File: src/rtl/wb_select_unit.sv
// Registered writeback selector: picks ALU result, link address or aligned load
// data for the register-file write port, waiting on memory with a timeout.
module wb_select_unit #(
  parameter int XLEN         = 32,
  parameter int RA_W         = 5,
  parameter int LOAD_TIMEOUT = 15
) (
  input  logic            clk,
  input  logic            rst_n,
  input  logic            issue_valid,
  output logic            wb_ready,
  input  logic [1:0]      reg_sel,
  input  logic [RA_W-1:0] rd_addr,
  input  logic [2:0]      funct3,
  input  logic [1:0]      byte_off,
  input  logic [XLEN-1:0] pc,
  input  logic [XLEN-1:0] aluout,
  input  logic [XLEN-1:0] inf_out,
  input  logic            mem_rvalid,
  output logic            rf_we,
  output logic [RA_W-1:0] rf_waddr,
  output logic [XLEN-1:0] rf_wdata,
  output logic            load_err
);

  localparam int CNT_W = $clog2(LOAD_TIMEOUT + 1);

  typedef enum logic {IDLE, WAIT_MEM} state_t;

  state_t            state_q, state_d;
  logic [CNT_W-1:0]  cnt_q, cnt_d;
  logic [RA_W-1:0]   ld_rd_q, ld_rd_d;
  logic [2:0]        ld_f3_q, ld_f3_d;
  logic [1:0]        ld_off_q, ld_off_d;
  logic              rf_we_q, rf_we_d;
  logic              load_err_q, load_err_d;
  logic [RA_W-1:0]   rf_waddr_q, rf_waddr_d;
  logic [XLEN-1:0]   rf_wdata_q, rf_wdata_d;

  logic [7:0]        ld_byte;
  logic [15:0]       ld_half;
  logic [XLEN-1:0]   ld_val;
  logic              ld_ok;

  assign wb_ready = rst_n && (state_q == IDLE);
  assign rf_we    = rf_we_q;
  assign load_err = load_err_q;
  assign rf_waddr = rf_waddr_q;
  assign rf_wdata = rf_wdata_q;

  // Sub-word lanes come from the low 32-bit word of the memory bus.
  always_comb begin
    ld_byte = inf_out[{ld_off_q, 3'b000} +: 8];
    ld_half = inf_out[{ld_off_q[1], 4'b0000} +: 16];
    ld_val  = '0;
    ld_ok   = 1'b0;
    case (ld_f3_q)
      3'b000: begin ld_val = XLEN'($signed(ld_byte));         ld_ok = 1'b1;               end
      3'b001: begin ld_val = XLEN'($signed(ld_half));         ld_ok = !ld_off_q[0];       end
      3'b010: begin ld_val = XLEN'($signed(inf_out[31:0]));   ld_ok = (ld_off_q == 2'b00); end
      3'b100: begin ld_val = XLEN'(ld_byte);                  ld_ok = 1'b1;               end
      3'b101: begin ld_val = XLEN'(ld_half);                  ld_ok = !ld_off_q[0];       end
      default: ld_ok = 1'b0;
    endcase
  end

  always_comb begin
    state_d    = state_q;
    cnt_d      = cnt_q;
    ld_rd_d    = ld_rd_q;
    ld_f3_d    = ld_f3_q;
    ld_off_d   = ld_off_q;
    rf_we_d    = 1'b0;
    load_err_d = 1'b0;
    rf_waddr_d = rf_waddr_q;
    rf_wdata_d = rf_wdata_q;
    case (state_q)
      IDLE: begin
        if (issue_valid && wb_ready) begin
          if (reg_sel == 2'b01) begin
            ld_rd_d  = rd_addr;
            ld_f3_d  = funct3;
            ld_off_d = byte_off;
            cnt_d    = '0;
            state_d  = WAIT_MEM;
          end else begin
            rf_waddr_d = rd_addr;
            rf_wdata_d = (reg_sel == 2'b11) ? pc + XLEN'(4) : aluout;
            rf_we_d    = |rd_addr;
          end
        end
      end
      WAIT_MEM: begin
        if (mem_rvalid) begin
          state_d = IDLE;
          if (ld_ok) begin
            rf_waddr_d = ld_rd_q;
            rf_wdata_d = ld_val;
            rf_we_d    = |ld_rd_q;
          end else begin
            load_err_d = 1'b1;
          end
        end else if (cnt_q == CNT_W'(LOAD_TIMEOUT - 1)) begin
          // This idle cycle is the LOAD_TIMEOUT-th one: abort.
          cnt_d      = CNT_W'(LOAD_TIMEOUT);
          load_err_d = 1'b1;
          state_d    = IDLE;
        end else begin
          cnt_d = cnt_q + 1'b1;
        end
      end
      default: state_d = IDLE;
    endcase
  end

  always_ff @(posedge clk or negedge rst_n) begin
    if (!rst_n) begin
      state_q    <= IDLE;
      cnt_q      <= '0;
      ld_rd_q    <= '0;
      ld_f3_q    <= '0;
      ld_off_q   <= '0;
      rf_we_q    <= 1'b0;
      load_err_q <= 1'b0;
      rf_waddr_q <= '0;
      rf_wdata_q <= '0;
    end else begin
      state_q    <= state_d;
      cnt_q      <= cnt_d;
      ld_rd_q    <= ld_rd_d;
      ld_f3_q    <= ld_f3_d;
      ld_off_q   <= ld_off_d;
      rf_we_q    <= rf_we_d;
      load_err_q <= load_err_d;
      rf_waddr_q <= rf_waddr_d;
      rf_wdata_q <= rf_wdata_d;
    end
  end

endmodule

File: config.mk
export PLATFORM = sky130hd
export DESIGN_NAME = wb_select_unit
export DESIGN_NICKNAME = d
export VERILOG_FILES = /design/src/rtl/wb_select_unit.sv
export SDC_FILE = /design/constraint.sdc
export NUM_CORES = 1
export LEC_CHECK = 0
export BUFFER_PORTS_ARGS = -buffer_cell sky130_fd_sc_hd__buf_2
export CORE_AREA = 2 2 97 99
export DETAILED_ROUTE_END_ITERATION = 6
export DIE_AREA = 0 0 99 101
export GPL_TIMING_DRIVEN = 0
export PLACE_DENSITY_LB_ADDON = 0.08
export SYNTH_ARGS = -nofsm -noshare
export SYNTH_HDL_FRONTEND = slang
export SYNTH_SLANG_ARGS = --single-unit
File: constraint.sdc
create_clock -name clk -period 5.7 [get_ports clk]
set_input_delay 1.71 -clock clk [delete_from_list [all_inputs] [get_ports clk]]
set_output_delay 1.71 -clock clk [all_outputs]
set_load 0.02 [all_outputs]
==> results by group <==
GRT
  – Initial antenna violation count: 1
  – GRT busiest layer: met2
  – Routing usage on met2: around 43%
  – Met1 Usage GRT: 35.13%
  – Vias in the first global route: between 4,000 and 5,000
  – Global route total overflow: 0
  – Largest net degree at the start of global routing: 56
  – GR Layer Usage met3: about 4.3%
  – GRT Resource Usage Total: between 20% and 30%
  – First-pass GRT wire length: between 20 and 25 mm

Timing
  – Fin crit period: 4579 ps
  – Max-slew violations: 0
  – Setup TNS: 0 ps
  – Unrepaired setup endpoints after global routing: false
  – Rel. slew slack: roughly 37%
  – Clock skew: ~5.4 ps
  – Final-report hold violation count: 0
  – Max Fclk: about 220 MHz
  – Worst slew pin tran: between 900 and 1000 ps
  – Final period util: about four fifths
  – Setup violators final: 0

Run
  – Max cap viols: 0

Final layout
  – N_diodes: 0
  – Fin area: about 4900 µm²
  – Area Growth Syn to Fin: 25.74%
  – Util after Layout: a little over half
  – Fin nets: 742
  – Share of layout cells above drive strength 1: 29.46%
  – Fillers: between 800 and 900

Placed design
  – Gp weighted congestion: just over 0.9
  – Final HPWL DP: around 11 mm
  – IO buf count: roughly 150
  – Post-Place Cell Area: between 4000 and 5000 µm²

Yosys
  – Ys async rst share: 100.0%
  – Register area share after synthesis: 34.58%
  – Synth cell types: 59
  – Syn_area_per_cell: ~8.3 µm²
  – Synth top area cells: dfrtp_1 (35%), nand2_1 (7.6%), nor2_1 (4.3%)
  – Synth Instances: between 400 and 500
  – Post-synth top area share: roughly a third
  – EDFF count, synth: 0
  – Ys Warns: 0
  – Yosys reg bits: 54
  – Cell taking the most area after synthesis: dfrtp_1
  – Post-Syn Nets: slightly below 600
  – Main synth FF type: dfrtp_1
  – Cell Area, Synth: 3907 µm²

Hold path
  – Hold depth: 2
  – Hold path endpoint: rf_wdata[4]
  – Startpoint of the worst hold path: rf_wdata[4]
  – Hold Path Class: flip-flop to flip-flop

CTS
  – Root Buffer: clkbuf_8
  – Hold-fix buffers, CTS: 0
  – CTS H-tree depth: 2
  – CTS Buf Count: 5
  – Clock sinks: 54
  – Post-CTS Resized: 0
  – CTS tree: yes
  – Clk Latency, worst-skew pair: just over 300 ps
  – Clk pin slew, worst setup/hold paths: ~100 ps
  – Post-CTS Repair Setup Buffers: 0
  – Clock tree buffer depth: 2

Die
  – # IOs: 152
  – Core area: roughly 9000 µm²
  – Num rows: 35
  – Die ar.: 9999 µm²
  – Die Ht: between 100 and 150 µm
  – Initial Util: 43.53%
  – Chip width: around 99 µm

Critical path
  – Cell depth of the worst flop-to-flop path: 8
  – Startpoint Class: input port
  – Crit path capture type: output port
  – Data arrival time of the critical path: ~2900 ps
  – CP required: between 3000 and 4000 ps
  – RR Startpoint: state_q
  – Setup slack, reg-to-reg: approximately 3000 ps
  – Worst flop-to-flop path endpoint: rf_wdata[29]
  – CP max FO: 55
  – Setup Crit Path Kind: input port to output port

Power
  – Worst VDD drop: 0.1236 mV
  – Leak Pwr: roughly 2.2 nW
  – Pwr dens: roughly 270 nW/µm²

Drt
  – DR iter-0 viols: around 220
  – Routed Antenna Nets: 0
  – Vias post-DR: between 4,000 and 5,000
  – # DRC: 0
  – Post-Route WL: around 13 mm
  – Pre-Repair DR Iteration Count: 5
  – Wire per inst: 18.09 µm
  – Vias per inst: ~5.8

Outcome
  – Status: finished clean
## logic make-up after synthesis
family,Yosys count,synth area share [%]
AO/OA/AOI/OAI,133,24.37
XOR/XNOR,20,4.483
adder cells (fa/ha/maj),3,0.9607
buffers and inverters,35,3.682
flip-flops,54,34.58
multiplexers,25,6.980
AND/OR/NAND/NOR,199,24.94
## report_power, final
group	internal, mW	switching, mW
Combinational	0.213	0.332
Sequential	0.461	0.0525
Clock	0.130	0.134
## through the flow
step / setup slack [ps] / std cells / hold WS, ps / power, mW
detailed placement: 665.7 / 731 / 466.8 / 1.061
global route: 982.8 / 739 / 519.6 / 1.397
finish: 1121 / 739 / 488.7 / 1.321
floorplan: 1858 / 469 / 458.8 / 0.8503
CTS: 663.8 / 739 / 490.3 / 1.320
global placement: 678.3 / 731 / 462.4 / 1.052
## synth_stat cells, types with 2 or more instances
master / n
a211o_1: 12
a211oi_1: 13
a21o_1: 3
a21oi_1: 24
a221o_1: 2
a222oi_1: 7
a22oi_1: 15
a2bb2oi_1: 3
and3_1: 3
buf_1: 2
buf_2: 4
clkbuf_1: 22
dfrtp_1: 54
ha_1: 3
inv_1: 6
mux2_2: 8
mux2i_1: 16
nand2_1: 79
nand2b_1: 3
nand3_1: 19
nand4_1: 6
nor2_1: 45
nor2b_1: 8
nor3_1: 5
nor3b_1: 4
nor4_1: 8
nor4_2: 2
o2111ai_1: 2
o211ai_1: 8
o21ai_0: 21
o221ai_1: 2
o22a_1: 4
o31a_1: 2
o31ai_1: 3
o32a_1: 3
or2_2: 3
or4_1: 4
or4_2: 2
xnor2_1: 13
xor2_1: 7
## flip-flops by register name, summed over array words and instances, names as in the netlist
register	count
rf_waddr	5
rf_we	1
load_err	1
cnt_q	4
ld_f3_q	3
ld_rd_q	5
rf_wdata	32
state_q	1
ld_off_q	2
## area by class of cell
type                            instances  area (µm²)  area share [%]
Buffer                                 29       121.4           2.470
Clock buffer                            5       68.82           1.401
Clock inverter                          3       40.04          0.8149
Inverter                                6       22.52          0.4584
Multi-Input combinational cell        380        2412           49.10
Sequential cell                        54        1351           27.50
Tap cell                              111       138.9           2.827
Timing Repair Buffer                  151       758.2           15.43
## how the worst max path moves through the flow
stage	start	endpoint	slack (ps)	depth (start not counted)
2_1_floorplan	rst_n	wb_ready	1860	1
3_3_place_gp	rst_n	wb_ready	680	3
3_5_place_dp	rst_n	wb_ready	670	3
4_1_cts	rst_n	wb_ready	660	3
5_1_grt	rst_n	wb_ready	980	3
6_report	rst_n	wb_ready	1120	3
## routing by layer
metal,vias to the layer above,wire (µm)
met4,2,345
li1,2076,-
met2,164,6293
met1,2029,5869
met3,30,845
met5,-,13
## placed cells by master, fill, tap and decap left out, drive strengths merged, types with 3 or more instances in the layout
cell	n
or2	3
or4	7
o21ai	22
xnor2	13
ha	3
nand2b	3
o211ai	8
nand3	19
o22a	4
a222oi	7
a2bb2oi	3
nor3	5
a211oi	13
inv	6
o31ai	3
a211o	12
xor2	7
dfrtp	54
nand4	8
a22oi	15
nor2b	8
mux2i	16
nor4	10
o32a	3
mux2	8
clkbuf	27
nand2	79
a21oi	24
a21o	3
and3	3
buf	158
nor3b	4
nor2	45
## worst max-delay path: stages
cell	delay (ps)
buf_4	540
nor2b_1	360
buf_2	230
No activity file was read; power rests on OpenSTA's default activity.
